--- src/rtl/hazard_pkg.sv ---
`default_nettype none
// ============================================================================
// Module  : hazard_pkg
// Brief   : Shared types and constants for the DLX load-use / freeze
//           controller: FSM state encoding, register-zero constant and
//           the per-cycle pipeline control word.
// Rev     : 1.0  initial release
// ============================================================================
package hazard_pkg;

  // FSM states: RUN = normal issue, LSTALL = extra load-use bubbles pending
  typedef enum logic [0:0] {
    RUN    = 1'b0,
    LSTALL = 1'b1
  } state_t;

  // Architectural zero register; never a real producer
  localparam int REG_ZERO = 0;

  // Pipeline control word, MSB first
  typedef struct packed {
    logic pc_write;
    logic ifid_write;
    logic idex_write;
    logic mux_ctrl;
    logic ifid_flush;
  } ctrl_t;

  // Bit positions of the control word when handled as a plain vector
  localparam int CTRL_PC_WRITE_BIT   = 4;
  localparam int CTRL_IFID_WRITE_BIT = 3;
  localparam int CTRL_IDEX_WRITE_BIT = 2;
  localparam int CTRL_MUX_CTRL_BIT   = 1;
  localparam int CTRL_IFID_FLUSH_BIT = 0;

  // Canonical control words
  localparam ctrl_t CTRL_RUN    = '{pc_write: 1'b1, ifid_write: 1'b1, idex_write: 1'b1,
                                    mux_ctrl: 1'b0, ifid_flush: 1'b0};
  localparam ctrl_t CTRL_STALL  = '{pc_write: 1'b0, ifid_write: 1'b0, idex_write: 1'b1,
                                    mux_ctrl: 1'b1, ifid_flush: 1'b0};
  localparam ctrl_t CTRL_FREEZE = '{pc_write: 1'b0, ifid_write: 1'b0, idex_write: 1'b0,
                                    mux_ctrl: 1'b0, ifid_flush: 1'b0};

endpackage

`default_nettype wire

--- src/rtl/hazard_ctrl_if.sv ---
`default_nettype none
// ============================================================================
// Module  : hazard_ctrl_if
// Brief   : Bundle between the ID stage and the hazard controller: operand
//           / producer compare inputs, branch and memory status in, pipeline
//           enables and statistics out.
// Rev     : 1.0  initial release
// ============================================================================
interface hazard_ctrl_if #(
  parameter int REG_AW = 5,
  parameter int CNT_W  = 16
);

  logic [REG_AW-1:0] IFID_rs;
  logic [REG_AW-1:0] IFID_rt;
  logic              IFID_use_rs;
  logic              IFID_use_rt;
  logic [REG_AW-1:0] IDEX_rt;
  logic              IDEX_MemRead;
  logic              branch_taken;
  logic              mem_busy;

  logic              PC_write;
  logic              IFID_write;
  logic              IDEX_write;
  logic              mux_ctrl;
  logic              IFID_flush;
  logic              stall_active;
  logic [CNT_W-1:0]  stall_cycles;
  logic [CNT_W-1:0]  freeze_cycles;

  // Pipeline side
  modport master (
    output IFID_rs, IFID_rt, IFID_use_rs, IFID_use_rt,
           IDEX_rt, IDEX_MemRead, branch_taken, mem_busy,
    input  PC_write, IFID_write, IDEX_write, mux_ctrl, IFID_flush,
           stall_active, stall_cycles, freeze_cycles
  );

  // Hazard controller side
  modport slave (
    input  IFID_rs, IFID_rt, IFID_use_rs, IFID_use_rt,
           IDEX_rt, IDEX_MemRead, branch_taken, mem_busy,
    output PC_write, IFID_write, IDEX_write, mux_ctrl, IFID_flush,
           stall_active, stall_cycles, freeze_cycles
  );

endinterface

`default_nettype wire

--- src/rtl/sat_counter.sv ---
`default_nettype none
// ============================================================================
// Module  : sat_counter
// Brief   : Up-counter that sticks at all-ones; asynchronous active-low clear.
// Rev     : 1.0  initial release
// ============================================================================
module sat_counter #(
  parameter int WIDTH = 16
) (
  input  wire logic             clk,
  input  wire logic             rst,
  input  wire logic             inc,
  output logic [WIDTH-1:0]      count
);

  logic [WIDTH-1:0] r_count;

  // Count qualifying cycles, holding once the maximum is reached
  always_ff @(posedge clk or negedge rst) begin
    if (!rst) begin
      r_count <= '0;
    end else if (inc && (r_count != '1)) begin
      r_count <= r_count + WIDTH'(1);
    end
  end

  assign count = r_count;

endmodule

`default_nettype wire

--- src/rtl/hazard_ctrl.sv ---
`default_nettype none
// ============================================================================
// Module  : hazard_ctrl
// Brief   : Load-use stall / memory-freeze / branch-flush controller for the
//           5-stage DLX pipeline. Priority each cycle: freeze > stall >
//           flush > run. A hazard stalls in the same cycle; LOAD_LAT-1
//           further bubbles come from the LSTALL state.
//           Optional macro HAZARD_STATS_EN adds saturating stall / freeze
//           cycle counters; without it both count ports read zero.
// Rev     : 1.0  initial release
// ============================================================================
module hazard_ctrl
  import hazard_pkg::*;
#(
  parameter int REG_AW   = 5,
  parameter int LOAD_LAT = 1,
  parameter int CNT_W    = 16
) (
  input  wire logic   clk,
  input  wire logic   rst,
  hazard_ctrl_if.slave bus
);

  // Bubbles still owed after the hazard cycle itself
  localparam logic [3:0] c_cnt_init = 4'(LOAD_LAT - 1);
  localparam bit         c_multi    = (LOAD_LAT > 1);

  state_t     r_state;
  logic [3:0] r_cnt;
  logic       w_match_rs;
  logic       w_match_rt;
  logic       w_hazard;
  ctrl_t      w_ctrl;

  assign w_match_rs = bus.IFID_use_rs && (bus.IDEX_rt == bus.IFID_rs);
  assign w_match_rt = bus.IFID_use_rt && (bus.IDEX_rt == bus.IFID_rt);
  assign w_hazard   = bus.IDEX_MemRead && (w_match_rs || w_match_rt)
                      && (bus.IDEX_rt != REG_AW'(REG_ZERO));

  // Control decode; reset forces the free-running word, and a stalled
  // ID ignores its own branch outcome
  always_comb begin
    w_ctrl = CTRL_RUN;
    if (!rst) begin
      w_ctrl = CTRL_RUN;
    end else if (bus.mem_busy) begin
      w_ctrl = CTRL_FREEZE;
    end else if ((r_state == LSTALL) || w_hazard) begin
      w_ctrl = CTRL_STALL;
    end else begin
      w_ctrl.ifid_flush = bus.branch_taken;
    end
  end

  // Stall FSM; a freeze holds both state and remaining bubble count
  always_ff @(posedge clk or negedge rst) begin
    if (!rst) begin
      r_state <= RUN;
      r_cnt   <= '0;
    end else if (!bus.mem_busy) begin
      case (r_state)
        RUN: begin
          if (w_hazard && c_multi) begin
            r_state <= LSTALL;
            r_cnt   <= c_cnt_init;
          end
        end
        LSTALL: begin
          r_cnt <= r_cnt - 4'd1;
          if (r_cnt == 4'd1) begin
            r_state <= RUN;
          end
        end
        default: r_state <= RUN;
      endcase
    end
  end

  assign bus.PC_write     = w_ctrl.pc_write;
  assign bus.IFID_write   = w_ctrl.ifid_write;
  assign bus.IDEX_write   = w_ctrl.idex_write;
  assign bus.mux_ctrl     = w_ctrl.mux_ctrl;
  assign bus.IFID_flush   = w_ctrl.ifid_flush;
  assign bus.stall_active = (r_state == LSTALL);

`ifdef HAZARD_STATS_EN
  sat_counter #(.WIDTH(CNT_W)) u_stall_cnt (
    .clk   (clk),
    .rst   (rst),
    .inc   (w_ctrl.mux_ctrl),
    .count (bus.stall_cycles)
  );

  sat_counter #(.WIDTH(CNT_W)) u_freeze_cnt (
    .clk   (clk),
    .rst   (rst),
    .inc   (bus.mem_busy),
    .count (bus.freeze_cycles)
  );
`else
  assign bus.stall_cycles  = CNT_W'(0);
  assign bus.freeze_cycles = CNT_W'(0);
`endif

endmodule

`default_nettype wire

--- src/flat_wrapper.sv ---
// flat-port wrapper written by rule: the top's interface ports become plain ports
module hazard_ctrl_flat import hazard_pkg::*;
#(
  parameter int REG_AW   = 5,
  parameter int LOAD_LAT = 1,
  parameter int CNT_W    = 16
)
  (clk, rst, bus_IFID_rs, bus_IFID_rt, bus_IFID_use_rs, bus_IFID_use_rt, bus_IDEX_rt, bus_IDEX_MemRead, bus_branch_taken, bus_mem_busy, bus_PC_write, bus_IFID_write, bus_IDEX_write, bus_mux_ctrl, bus_IFID_flush, bus_stall_active, bus_stall_cycles, bus_freeze_cycles);
  hazard_ctrl_if #(.REG_AW(REG_AW), .CNT_W(CNT_W)) bus_i ();
  input  wire logic clk;
  input  wire logic rst;
  input wire logic [$bits(bus_i.IFID_rs)-1:0] bus_IFID_rs;
  input wire logic [$bits(bus_i.IFID_rt)-1:0] bus_IFID_rt;
  input wire logic [$bits(bus_i.IFID_use_rs)-1:0] bus_IFID_use_rs;
  input wire logic [$bits(bus_i.IFID_use_rt)-1:0] bus_IFID_use_rt;
  input wire logic [$bits(bus_i.IDEX_rt)-1:0] bus_IDEX_rt;
  input wire logic [$bits(bus_i.IDEX_MemRead)-1:0] bus_IDEX_MemRead;
  input wire logic [$bits(bus_i.branch_taken)-1:0] bus_branch_taken;
  input wire logic [$bits(bus_i.mem_busy)-1:0] bus_mem_busy;
  output wire logic [$bits(bus_i.PC_write)-1:0] bus_PC_write;
  output wire logic [$bits(bus_i.IFID_write)-1:0] bus_IFID_write;
  output wire logic [$bits(bus_i.IDEX_write)-1:0] bus_IDEX_write;
  output wire logic [$bits(bus_i.mux_ctrl)-1:0] bus_mux_ctrl;
  output wire logic [$bits(bus_i.IFID_flush)-1:0] bus_IFID_flush;
  output wire logic [$bits(bus_i.stall_active)-1:0] bus_stall_active;
  output wire logic [$bits(bus_i.stall_cycles)-1:0] bus_stall_cycles;
  output wire logic [$bits(bus_i.freeze_cycles)-1:0] bus_freeze_cycles;
  assign bus_i.IFID_rs = bus_IFID_rs;
  assign bus_i.IFID_rt = bus_IFID_rt;
  assign bus_i.IFID_use_rs = bus_IFID_use_rs;
  assign bus_i.IFID_use_rt = bus_IFID_use_rt;
  assign bus_i.IDEX_rt = bus_IDEX_rt;
  assign bus_i.IDEX_MemRead = bus_IDEX_MemRead;
  assign bus_i.branch_taken = bus_branch_taken;
  assign bus_i.mem_busy = bus_mem_busy;
  assign bus_PC_write = bus_i.PC_write;
  assign bus_IFID_write = bus_i.IFID_write;
  assign bus_IDEX_write = bus_i.IDEX_write;
  assign bus_mux_ctrl = bus_i.mux_ctrl;
  assign bus_IFID_flush = bus_i.IFID_flush;
  assign bus_stall_active = bus_i.stall_active;
  assign bus_stall_cycles = bus_i.stall_cycles;
  assign bus_freeze_cycles = bus_i.freeze_cycles;
  hazard_ctrl #(.REG_AW(REG_AW), .LOAD_LAT(LOAD_LAT), .CNT_W(CNT_W)) u_core (.clk(clk), .rst(rst), .bus(bus_i));
endmodule
--- config.mk ---
export PLATFORM = sky130hd
export DESIGN_NAME = hazard_ctrl_flat
export DESIGN_NICKNAME = d
export VERILOG_FILES = /design/src/rtl/hazard_pkg.sv /design/src/rtl/hazard_ctrl_if.sv /design/src/rtl/sat_counter.sv /design/src/rtl/hazard_ctrl.sv /design/src/flat_wrapper.sv
export SDC_FILE = /design/constraint.sdc
export NUM_CORES = 1
export LEC_CHECK = 0
export ABC_AREA = 1
export BUFFER_PORTS_ARGS = -buffer_cell sky130_fd_sc_hd__buf_2
export CAP_MARGIN = 15
export CORE_UTILIZATION = 42
export DETAILED_ROUTE_END_ITERATION = 6
export HOLD_SLACK_MARGIN = 0.05
export PLACE_DENSITY = 0.83
export SYNTH_ARGS = -nofsm -noshare
export SYNTH_HDL_FRONTEND = slang
export SYNTH_SLANG_ARGS = --single-unit
--- constraint.sdc ---
create_clock -name clk -period 3.6 [get_ports clk]
set_clock_uncertainty 0.2 [all_clocks]
set_input_delay 0.72 -clock clk [delete_from_list [all_inputs] [get_ports clk]]
set_output_delay 0.72 -clock clk [all_outputs]
set_load 0.03 [all_outputs]
==> impl_summary.md, run 1 <==
Outcome
The flow ran to the end, and the final reports show no timing, DRC or antenna violations.

Clocking
The total number of H-tree levels is 1. The clock passes through at most 2 buffers. The TritonCTS buffer count is 3. The TritonCTS clock tree is built. Clock-pin slew was measured on the worst setup and hold paths at 0.05 ns. The cell sitting at the root of the clock tree is a sky130_fd_sc_hd__clkbuf_4. The source-to-sink clock delay at the later pin of the worst-skew pair is 0.24 ns. The number of hold buffers added after cts is 0. The number of clock sinks is 5.

The number of setup buffers added after CTS is 0. Once the clock tree was built, the resizer swapped 0 gates to a different size.

Timing
The achievable frequency is 393 MHz. Setup repair after global routing left no endpoint under its margin. The final number of hold-violating endpoints is 0. For the finished layout, the period the worst path requires is 2.55 ns. The max-slew violation total from the final report is 0. The ratio of final minimum period to clock period is 70.8%. Setup total negative slack on the finished layout was measured at 0 ns. Setup violations remaining at the end of the flow were counted as 0.

Worst setup path
Data on the critical path is required at its endpoint by around 2.7 ns. The worst setup path is launched from an input port. The critical path startpoint is bus_IDEX_rt[3]. In this run the worst path has a maximum fanout of 3. The type of the worst setup path is in -> out. The data arrival time of the critical path is 1.63 ns. The number of cells traversed by the worst register-to-register path is 5.

The worst flop-to-flop path startpoint is u_core.bus.stall_active. The endpoint class of the critical path is an output port.

Yosys
The count of distinct cell types in the synthesized netlist is 18. The average footprint of a synthesized cell is 6.19 sq um. The synthesized netlist occupies a cell area of 756 sq um. The sequential element share of the synthesized area is approximately 17%. During synthesis, Yosys emitted a total of 0 warnings. The post-synthesis register bit count is 5.

In the synthesized netlist, the number of instances is 122.

Power
Power spread over the standard cell area amounts to 445 nW/um^2. Across the VDD grid, the largest voltage drop is roughly 180 uV. In this run the static leakage power is 0.553 nW. The total power of the final layout is 0.363 mW.

Drt
After detailed routing, the total wire length is 1.20 mm. The first routing iteration left 3 violations. The number of routed nets with antenna violations is 0. The number of optimization iterations in the first detailed-route pass is 2.

After detailed routing, the average wire length per cell comes to 6.87 um. After detailed routing, the number of vias per cell comes to 3.94. The detailed router placed 690 vias in this run. For this run, design rule violations remaining after detail routing come to 0.

GRT
Entering global routing, the biggest net connects 10 pins. The first global-routing pass estimated 1.88 mm of wire. The global route total overflow is 0. The initial antenna violation count is 0. The number of global-route vias before repair is 526. In the global route stage, overall resource usage came out at 12.7%.

Worst hold path
The tightest min-delay check is of the in -> async type.

Placement
The estimated wirelength of the detail-placed design is 1.06 mm. The number of I/O port buffers is 27. The placer's final routability congestion estimate is 0.727.

Floorplan
Once the floorplan was initialized, standard cells occupied 47.4% of the core. The floorplan step defined a die boundary enclosing 1970 sq um. After floorplanning, the core was divided into 14 placement rows. The width of the chip is 44.4 um. The core region is 1590 sq um.

The number of top-level pins is 60. The die boundary height is 44.4 um.

Final layout
The net count of the finished layout is approximately 180. The number of antenna cells inserted is 0. The proportion of layout cells with a drive suffix above 1 is 25.2%.

From synthesis to final layout, the design area changed by 7.95%.

Run
The tool flagged a number of max-cap violations equal to 0.
routing by layer:
layer / global-route usage [%] / up-vias / routed length (um)
met1: 13.8 / 293 / 507
met4: 6.67 / 0 / 12
li1: - / 352 / -
met2: 22.9 / 43 / 575
met3: 2.45 / 2 / 106
met5: 0 / - / 0
flip-flops by register name (all words and copies together), names as in the netlist:
| signal | count |
|---|---|
| u_core.r_cnt | 4 |
| u_core.bus.stall_active | 1 |
per-stage QoR:
| step | instance area (sq um) | worst slack [ns] | hold slack [ns] | std cells | utilization (%) |
|---|---|---|---|---|---|
| 2_1_floorplan | 872 | 1.06 | 0.224 | 153 | - |
| 3_3_place_gp | 790 | 1.05 | 0.260 | 171 | 49.5 |
| 3_5_place_dp | 790 | 1.04 | 0.267 | 171 | 49.5 |
| 4_1_cts | 816 | 1.03 | 0.104 | 175 | 51.2 |
| 5_1_grt | 816 | 0.882 | 0.110 | 175 | 51.2 |
| 6_report | 816 | 1.05 | 0.109 | 175 | 51.2 |
final cells by class:
| cell class | count | area (sq um) |
|---|---|---|
| clock buffer | 4 | 26.3 |
| fill | 156 | 778 |
| inverter | 20 | 75.1 |
| multi-input combinational | 95 | 424 |
| sequential | 5 | 125 |
| tap | 24 | 30.0 |
| timing repair buffer | 27 | 135 |
kinds of logic (layout without fill, tap and decap cells):
kind of cell | Yosys count | in the layout | share of synthesized area [%]
AO/OA/AOI/OAI | 4 | 4 | 3.31
XOR/XNOR | 3 | 3 | 3.48
adder cells (fa/ha/maj) | 2 | 2 | 3.31
buffers and inverters | 53 | 51 | 42.7
flip-flops | 5 | 5 | 16.6
other | 1 | 32 | 0.496
AND/OR/NAND/NOR | 54 | 54 | 30.1
synthesized netlist by cell type:
cell type                 count  area (sq um)
sky130_fd_sc_hd__inv_1       16          60.1
sky130_fd_sc_hd__nand2_2      1          6.26
sky130_fd_sc_hd__nor2_1      11          41.3
sky130_fd_sc_hd__o21ai_1      1          5.00
sky130_fd_sc_hd__conb_1       1          3.75
sky130_fd_sc_hd__o21ai_0      1          5.00
sky130_fd_sc_hd__nand3_1      5          25.0
sky130_fd_sc_hd__a31oi_1      1          6.26
sky130_fd_sc_hd__a21oi_2      1          8.76
sky130_fd_sc_hd__ha_1         2          25.0
sky130_fd_sc_hd__inv_2        4          15.0
sky130_fd_sc_hd__dfrtp_1      5           125
sky130_fd_sc_hd__nand2_1     35           131
sky130_fd_sc_hd__buf_4       33           248
sky130_fd_sc_hd__xnor2_1      1          8.76
sky130_fd_sc_hd__nor4_2       1          12.5
sky130_fd_sc_hd__xor2_1       2          17.5
sky130_fd_sc_hd__nor2_4       1          11.3
final timing paths:
path	to	slack, ns
hold reg to reg	u_core.r_cnt[3]	0.27
hold / removal	u_core.bus.stall_active	0.11
setup / recovery	bus_IFID_write	1.05
min in group clk	u_core.r_cnt[3]	0.27
max in group asynchronous	u_core.r_cnt[0]	2.92
setup reg to reg	u_core.r_cnt[3]	2.39
worst max-delay path, stage by stage:
cell	delay [ns]
sky130_fd_sc_hd__buf_2	0.11
sky130_fd_sc_hd__inv_2	0.05
sky130_fd_sc_hd__nand2_1	0.05
sky130_fd_sc_hd__nand2_1	0.05
sky130_fd_sc_hd__nor2_1	0.10
sky130_fd_sc_hd__nand3_1	0.07
sky130_fd_sc_hd__nand2_1	0.09
sky130_fd_sc_hd__nand2_2	0.07
sky130_fd_sc_hd__nand3_1	0.07
sky130_fd_sc_hd__nand2_1	0.07
sky130_fd_sc_hd__buf_2	0.18
cell usage in the layout (no fill, tap or decap):
cell type / Yosys / routed
sky130_fd_sc_hd__conb_1: 1 / 32
sky130_fd_sc_hd__nand2_2: 1 / 1
sky130_fd_sc_hd__dfrtp_1: 5 / 5
sky130_fd_sc_hd__xor2_1: 2 / 2
sky130_fd_sc_hd__clkbuf_1: 0 / 1
sky130_fd_sc_hd__nand2_1: 35 / 35
sky130_fd_sc_hd__nand3_1: 5 / 5
sky130_fd_sc_hd__buf_2: 0 / 27
sky130_fd_sc_hd__nor4_2: 1 / 1
sky130_fd_sc_hd__inv_1: 16 / 16
sky130_fd_sc_hd__nor2_1: 11 / 11
sky130_fd_sc_hd__o21ai_1: 1 / 1
sky130_fd_sc_hd__a21oi_2: 1 / 1
sky130_fd_sc_hd__xnor2_1: 1 / 1
sky130_fd_sc_hd__inv_2: 4 / 4
sky130_fd_sc_hd__clkbuf_4: 0 / 3
sky130_fd_sc_hd__nor2_4: 1 / 1
sky130_fd_sc_hd__a31oi_1: 1 / 1
sky130_fd_sc_hd__ha_1: 2 / 2
sky130_fd_sc_hd__o21ai_0: 1 / 1
power by group:
group | internal, mW | switching (mW)
sequential | 0.0848 | 0.0272
combinational | 0.0553 | 0.132
clock | 0.0419 | 0.0223
total | 0.182 | 0.181
(Power assumes the default switching activity.)
==> run 2: changes to the inputs <==
--- a/config.mk
+++ b/config.mk
@@ -8,10 +8,11 @@
 export ABC_AREA = 1
 export BUFFER_PORTS_ARGS = -buffer_cell sky130_fd_sc_hd__buf_2
 export CAP_MARGIN = 15
-export CORE_UTILIZATION = 42
+export CORE_ASPECT_RATIO = 0.7
+export CORE_UTILIZATION = 39
 export DETAILED_ROUTE_END_ITERATION = 6
 export HOLD_SLACK_MARGIN = 0.05
-export PLACE_DENSITY = 0.83
+export PLACE_DENSITY = 0.78
 export SYNTH_ARGS = -nofsm -noshare
 export SYNTH_HDL_FRONTEND = slang
 export SYNTH_SLANG_ARGS = --single-unit
==> constraint.sdc (replaced) <==
create_clock -name clk -period 2.5 [get_ports clk]
set_clock_uncertainty 0.2 [all_clocks]
set_input_delay 0.5 -clock clk [delete_from_list [all_inputs] [get_ports clk]]
set_output_delay 0.5 -clock clk [all_outputs]
set_load 0.03 [all_outputs]
==> impl_summary.md, run 2 (synthesis gave the netlist of run 1 again) <==
Drt
The number of optimization iterations in the first detailed-route pass came to 4 (was 2). The detail-routed net length per standard cell is 8.12 um (was 6.87 um). The total vias in the final route was 693 (was 690).

The number of routed nets with antenna violations is 0 (unchanged). The starting DRC count in detailed routing is 22 (was 3). The residual DRC count was 0 (unchanged). The total detailed-routing wirelength is 1.40 mm (was 1.20 mm). The routed via count divided by cell count came to 4.01 (was 3.94).

Clocking
The number of gates given a new drive strength after cts is 0 (unchanged). The TritonCTS buffer count is 3 (unchanged). The clock-pin slew of the registers on the worst-case setup and hold paths is 0.05 ns (about the same). The number of clock sinks was 5 (unchanged). The buffer levels on the longest clock path is 2 (unchanged).

The total number of H-tree levels is 1 (unchanged). The library cell used as clock root buffer is sky130_fd_sc_hd__clkbuf_4 (unchanged). The source-to-sink clock delay at the later pin of the worst-skew pair was 0.25 ns (was 0.24 ns). The number of post-CTS setup repair buffers is 0 (unchanged). The TritonCTS clock tree is built (unchanged).

Floorplan
The die area is 2120 sq um (was 1970 sq um). The die boundary height came to 38.8 um (was 44.4 um). The area inside the core boundary is 1700 sq um (was 1590 sq um). The initial standard-cell utilization of the core is 44.5% (was 47.4%). The width of the chip is 54.6 um (was 44.4 um).

The number of top-level pins is 60 (unchanged). The total number of placement rows is 12 (was 14).

Final layout
The proportion of layout cells with a drive suffix above 1 is 25.0% (was 25.2%). The most flop-heavy register is u_core.r_cnt (unchanged). The layout overhead on the synthesized area is 8.77% (was 7.95%). The number of antenna cells inserted is 0 (unchanged). Most used cells in the layout excluding fill and tap cells: 35 x sky130_fd_sc_hd__nand2_1, 32 x sky130_fd_sc_hd__conb_1, 27 x sky130_fd_sc_hd__buf_2 (unchanged).

The number of flip-flops under the largest register name was 4 (unchanged). The final design utilization is 48.5% (was 51.2%). The net count of the finished layout is 177 (was 176). The number of standard cells in the layout, taps in and fillers out is 173 (was 175).

The cell area after layout is 822 sq um (was 816 sq um). The most common library cell in the layout ignoring fill and taps is sky130_fd_sc_hd__nand2_1 (unchanged).

Timing
The ratio of final minimum period to clock period is 93.4%. RSZ-0062 raised after global routing: no (unchanged). The max-slew violation total from the final report is 0 (unchanged). The final number of hold-violating endpoints came to 0 (unchanged). The achievable frequency is approximately 430 MHz. Counting I/O delays and the setup requirement, the final critical path takes 2.33 ns.

The setup TNS is 0 ns (unchanged). The final setup violation count was 0 (unchanged).

Worst setup path
The endpoint class of the critical path is an output port (unchanged). The startpoint type of the worst setup path is an input port (unchanged). The maximum fanout along the worst path was 9 (was 3).

The required time at the endpoint of the critical path is 1.80 ns (was 2.68 ns). The data arrival time of the critical path is 1.63 ns (about the same). The type of the worst setup path is in -> out (unchanged).

GRT
The global-route usage over all layers is 15.5% (was 12.7%). The pin count of the biggest net entering global routing is 10 (unchanged). The global-route wire length before repair is 2.26 mm (was 1.88 mm).

The number of global-route vias before repair is 578 (was 526). The initial antenna violation count is 0 (unchanged). The global route total overflow was 0 (unchanged).

Outcome
Status: completed (unchanged).

Placement
The placer's final routability congestion estimate is 0.768 (was 0.727). The number of I/O port buffers is 27 (unchanged). The placed cell area is 786 sq um (was 790 sq um). The estimated wirelength of the detail-placed design was 1.22 mm (was 1.06 mm).

The cell total after placement is 168 (was 171).

Worst hold path
The worst hold path class is reg -> reg (was in -> async).

Power
The internal power is 0.262 mW (was 0.182 mW). The combinational group share of total power was 50.7% (was 51.5%). The sequential fraction of design power is 31.1% (was 30.8%). The total leakage power was 0.558 nW (was 0.553 nW). The clock power share came to 18.2% (was 17.7%). The power per standard cell area is 644 nW/um^2 (was 445 nW/um^2).

The switching share of power is 50.6% (was 49.9%). The worst vdd rail ir drop is 416 uV (was 183 uV). The switching power of the nets was 0.268 mW (was 0.181 mW).

Run
The total of max-cap violations is 0 (unchanged).
[run 2: final timing paths]
path | startpoint | to | slack [ns] | cells after the start
max reg2reg | u_core.bus.stall_active | u_core.r_cnt[3] | 1.26 | 5
min | u_core.r_cnt[3] | u_core.r_cnt[3] | 0.27 | 1
max in group asynchronous | rst | u_core.r_cnt[2] | 1.51 | 2
max | rst | bus_IFID_flush | 0.17 | 5
min in group asynchronous | rst | u_core.r_cnt[3] | 0.42 | 2
min reg2reg | u_core.r_cnt[3] | u_core.r_cnt[3] | 0.27 | 1
[run 2: power by group through the flow]
| stage | sequential (mW) | combinational [mW] | clock, mW |
|---|---|---|---|
| 2_1_floorplan | 0.170 | 0.237 | 0 |
| 3_3_place_gp | 0.162 | 0.263 | 0 |
| 3_5_place_dp | 0.165 | 0.270 | 0 |
| 4_1_cts | 0.165 | 0.272 | 0.0989 |
| 5_1_grt | 0.168 | 0.305 | 0.109 |
| 6_report | 0.165 | 0.268 | 0.0963 |
[run 2: repair_timing]
action,4_1_cts,5_1_grt
setup endpoints to repair,0,0
hold buffers,1,0
hold endpoints to repair,5,0
[run 2: metal layers]
metal | GRT usage (%) | vias up | share of wire, %
li1 | - | 352 | -
met1 | 16.5 | 304 | 43
met2 | 29.2 | 37 | 49
met3 | 5.88 | 0 | 7.4
met4 | 1.92 | 0 | 0
met5 | 0 | - | 0
[run 2: worst max-delay path, cell delays in order]
cell,delay (ns)
sky130_fd_sc_hd__dlygate4sd3_1,0.52
sky130_fd_sc_hd__buf_2,0.21
sky130_fd_sc_hd__nand3_1,0.11
sky130_fd_sc_hd__nor2_1,0.10
sky130_fd_sc_hd__buf_2,0.20
[run 2: cell type report]
type,count,area [sq um]
Sequential cell,5,125
Clock buffer,4,26.3
Tap cell,21,26.3
Timing Repair Buffer,28,145
Inverter,20,75.1
Multi-Input combinational cell,95,424
Fill cell,183,875
[run 2: stage by stage]
stage          total power [mW]  setup WS [ns]  hold WS, ns
3_5_place_dp              0.435          0.335        0.147
5_1_grt                   0.583         0.0940        0.315
2_1_floorplan             0.407          0.403      0.00441
6_report                  0.530          0.166        0.273
4_1_cts                   0.536          0.153        0.270
3_3_place_gp              0.425          0.306        0.142
==> run 3: changes to the inputs <==
--- a/config.mk
+++ b/config.mk
@@ -8,11 +8,12 @@
 export ABC_AREA = 1
 export BUFFER_PORTS_ARGS = -buffer_cell sky130_fd_sc_hd__buf_2
 export CAP_MARGIN = 15
-export CORE_ASPECT_RATIO = 0.7
-export CORE_UTILIZATION = 39
+export CORE_MARGIN = 10
+export CORE_UTILIZATION = 42
 export DETAILED_ROUTE_END_ITERATION = 6
 export HOLD_SLACK_MARGIN = 0.05
-export PLACE_DENSITY = 0.78
+export PLACE_DENSITY = 0.83
 export SYNTH_ARGS = -nofsm -noshare
 export SYNTH_HDL_FRONTEND = slang
 export SYNTH_SLANG_ARGS = --single-unit
+export TNS_END_PERCENT = 100
==> constraint.sdc (replaced) <==
create_clock -name clk -period 2.85 [get_ports clk]
set_clock_uncertainty 0.2 [all_clocks]
set_input_delay 0.57 -clock clk [delete_from_list [all_inputs] [get_ports clk]]
set_output_delay 0.57 -clock clk [all_outputs]
set_load 0.03 [all_outputs]
==> impl_summary.md, run 3 (synthesis gave the netlist of run 1 again) <==
Outcome
Status: completed (unchanged).

Final layout
Most used cells in the layout excluding fill and tap cells: 35 x sky130_fd_sc_hd__nand2_1, 32 x sky130_fd_sc_hd__conb_1, 27 x sky130_fd_sc_hd__buf_2 (unchanged). The number of flip-flops under the largest register name is 4 (unchanged). The proportion of layout cells with a drive suffix above 1 came to 25.0% (unchanged). The number of antenna cells inserted is 0 (unchanged). The net count of the finished layout is 177 (unchanged). The layout overhead on the synthesized area is 9.44% (was 8.77%). The most common library cell in the layout ignoring fill and taps is sky130_fd_sc_hd__nand2_1 (unchanged). The most flop-heavy register is u_core.r_cnt (unchanged).

Floorplan
The die area is 3900 sq um (was 2120 sq um). The area inside the core boundary is 1710 sq um (was 1700 sq um). The initial standard-cell utilization of the core was 44.2% (was 44.5%). The width of the chip is 62.4 um (was 54.6 um). The total number of placement rows is 15 (was 12). The number of top-level pins is 60 (unchanged). The die boundary height was 62.4 um (was 38.8 um).

GRT
The met3 track demand over resource in global routing came to 3.23% (was 5.88%). The busiest layer in global routing is met2 (unchanged). The global routing usage on met2 is 15.3% (was 29.2%).

The global-route usage over all layers is 9.76% (was 15.5%). The met1 usage came to 10.9% (was 16.5%). The initial antenna violation count was 0 (unchanged). The number of global-route vias before repair is 785 (was 578).

The global-route wire length before repair is 3.21 mm (was 2.26 mm). The global route total overflow is 0 (unchanged). The pin count of the biggest net entering global routing is 10 (unchanged).

Timing
The max-slew violation total from the final report is 0 (unchanged). The final number of hold-violating endpoints is 0 (unchanged). The worst path needs 2.54 ns of the cycle, external delays included. The achievable frequency is 394 MHz.

The setup TNS is 0 ns (unchanged). The ratio of final minimum period to clock period is about nine tenths. The final setup violation count is 0 (unchanged). RSZ-0062 raised after global routing: no (unchanged).

The final worst-path setup slack is 0.310 ns (was 0.166 ns).

Worst setup path
The worst stage delay on the critical path is 0.52 ns (about the same). The endpoint class of the critical path is an output port (unchanged). The startpoint type of the worst setup path is an input port (unchanged). The critical path's slowest cell is sky130_fd_sc_hd__dlygate4sd3_1 (unchanged). The maximum fanout along the worst path is 9 (unchanged). The required time at the endpoint of the critical path is 2.08 ns (was 1.80 ns). The type of the worst setup path is in -> out (unchanged). The data arrival time of the critical path is 1.77 ns (was 1.63 ns). The number of cells traversed by the worst register-to-register path came to 5 (unchanged). CP Cell Sequence: dlygate4sd3_1 -> buf_2 -> nand2_1 -> a21oi_2 -> buf_2 (was dlygate4sd3_1 -> buf_2 -> nand3_1 -> nor2_1 -> buf_2). The most repeated library cell on the critical path is sky130_fd_sc_hd__buf_2 (unchanged).

Placement
The estimated wirelength of the detail-placed design is 1.70 mm (was 1.22 mm). The placer's final routability congestion estimate is 0.788 (was 0.768). The number of I/O port buffers is 27 (unchanged).

The post-place setup slack came to 0.569 ns (was 0.335 ns).

Drt
The routed via count divided by cell count is 3.99 (was 4.01). The residual DRC count came to 0 (unchanged). The total vias in the final route is 707 (was 693). The starting DRC count in detailed routing is 10 (was 22). The number of optimization iterations in the first detailed-route pass was 4 (unchanged). The detail-routed net length per standard cell is 11.1 um (was 8.12 um).

The total detailed-routing wirelength is 1.97 mm (was 1.40 mm). The number of routed nets with antenna violations is 0 (unchanged).

Clocking
The TritonCTS buffer count is 3 (unchanged). The number of clock sinks is 5 (unchanged). The buffer levels on the longest clock path is 2 (unchanged). The source-to-sink clock delay at the later pin of the worst-skew pair was 0.24 ns (was 0.25 ns). The total number of H-tree levels is 1 (unchanged). The library cell used as clock root buffer is sky130_fd_sc_hd__clkbuf_4 (unchanged). The clock-pin slew of the registers on the worst-case setup and hold paths came to 0.05 ns (about the same). The TritonCTS clock tree is built (unchanged). The number of gates given a new drive strength after cts came to 0 (unchanged).

Power
The total leakage power came to 0.558 nW (unchanged). The worst vdd rail ir drop is 215 uV (was 416 uV). The total power of the final layout is 0.474 mW (was 0.530 mW). The power per standard cell area is 573 nW/um^2 (was 644 nW/um^2).

Worst hold path
The number of cells on the worst hold path is 1 (unchanged). The worst hold path class is reg -> reg (unchanged).

Run
The total of max-cap violations is 0 (unchanged).
==> run 3: cell counts in the layout (fill, tap and decap cells not counted) <==
Identical to the previous run, type by type.
==> run 3: area by class of cell <==
| class | instances | area, sq um |
|---|---|---|
| Fill cell | 181 | 881 |
| Multi-Input combinational cell | 95 | 424 |
| Timing Repair Buffer | 28 | 145 |
| Sequential cell | 5 | 125 |
| Inverter | 20 | 75.1 |
| Tap cell | 25 | 31.3 |
| Clock buffer | 4 | 26.3 |
==> run 3: where the power goes <==
part	leakage, nW	internal (mW)	switching [mW]	total [mW]
Combinational	0.482	0.0696	0.175	0.244
Sequential	0.0608	0.107	0.0362	0.143
Clock	0.0150	0.0532	0.0331	0.0863
Total	0.558	0.230	0.244	0.474
==> run 3: what timing repair did <==
item	CTS	global route
hold buffers	1	0
buffers inserted	0	0
endpoints found under the hold margin	5	0
==> run 3: critical path, delay by kind of cell <==
family                 cells  cell delay (ns)
buffers and inverters      3             0.95
AND/OR/NAND/NOR            1             0.11
AO/OA/AOI/OAI              1             0.13
==> run 3: metal layers <==
layer | vias to the layer above | part of all wire [%]
li1 | 352 | -
met1 | 311 | 44
met2 | 40 | 48
met3 | 4 | 6.9
met4 | 0 | 1.5
met5 | - | 0
==> run 3: worst paths after layout <==
| kind | from | to | slack, ns |
|---|---|---|---|
| hold reg to reg | u_core.r_cnt[3] | u_core.r_cnt[3] | 0.29 |
| max in group asynchronous | rst | u_core.r_cnt[3] | 1.78 |
| hold / removal | u_core.r_cnt[3] | u_core.r_cnt[3] | 0.29 |
| setup / recovery | rst | bus_mux_ctrl | 0.31 |
| setup reg to reg | u_core.bus.stall_active | u_core.r_cnt[3] | 1.61 |
| min in group asynchronous | rst | u_core.bus.stall_active | 0.50 |
==> run 3: per-stage QoR <==
step	instances	utilization (%)	instance area, sq um	hold slack (ns)
floorplan	153	-	872	0.0744
global placement	172	46.3	791	0.212
detailed placement	172	46.3	791	0.220
CTS	177	48.4	827	0.302
global route	177	48.4	827	0.328
finish	177	48.4	827	0.288
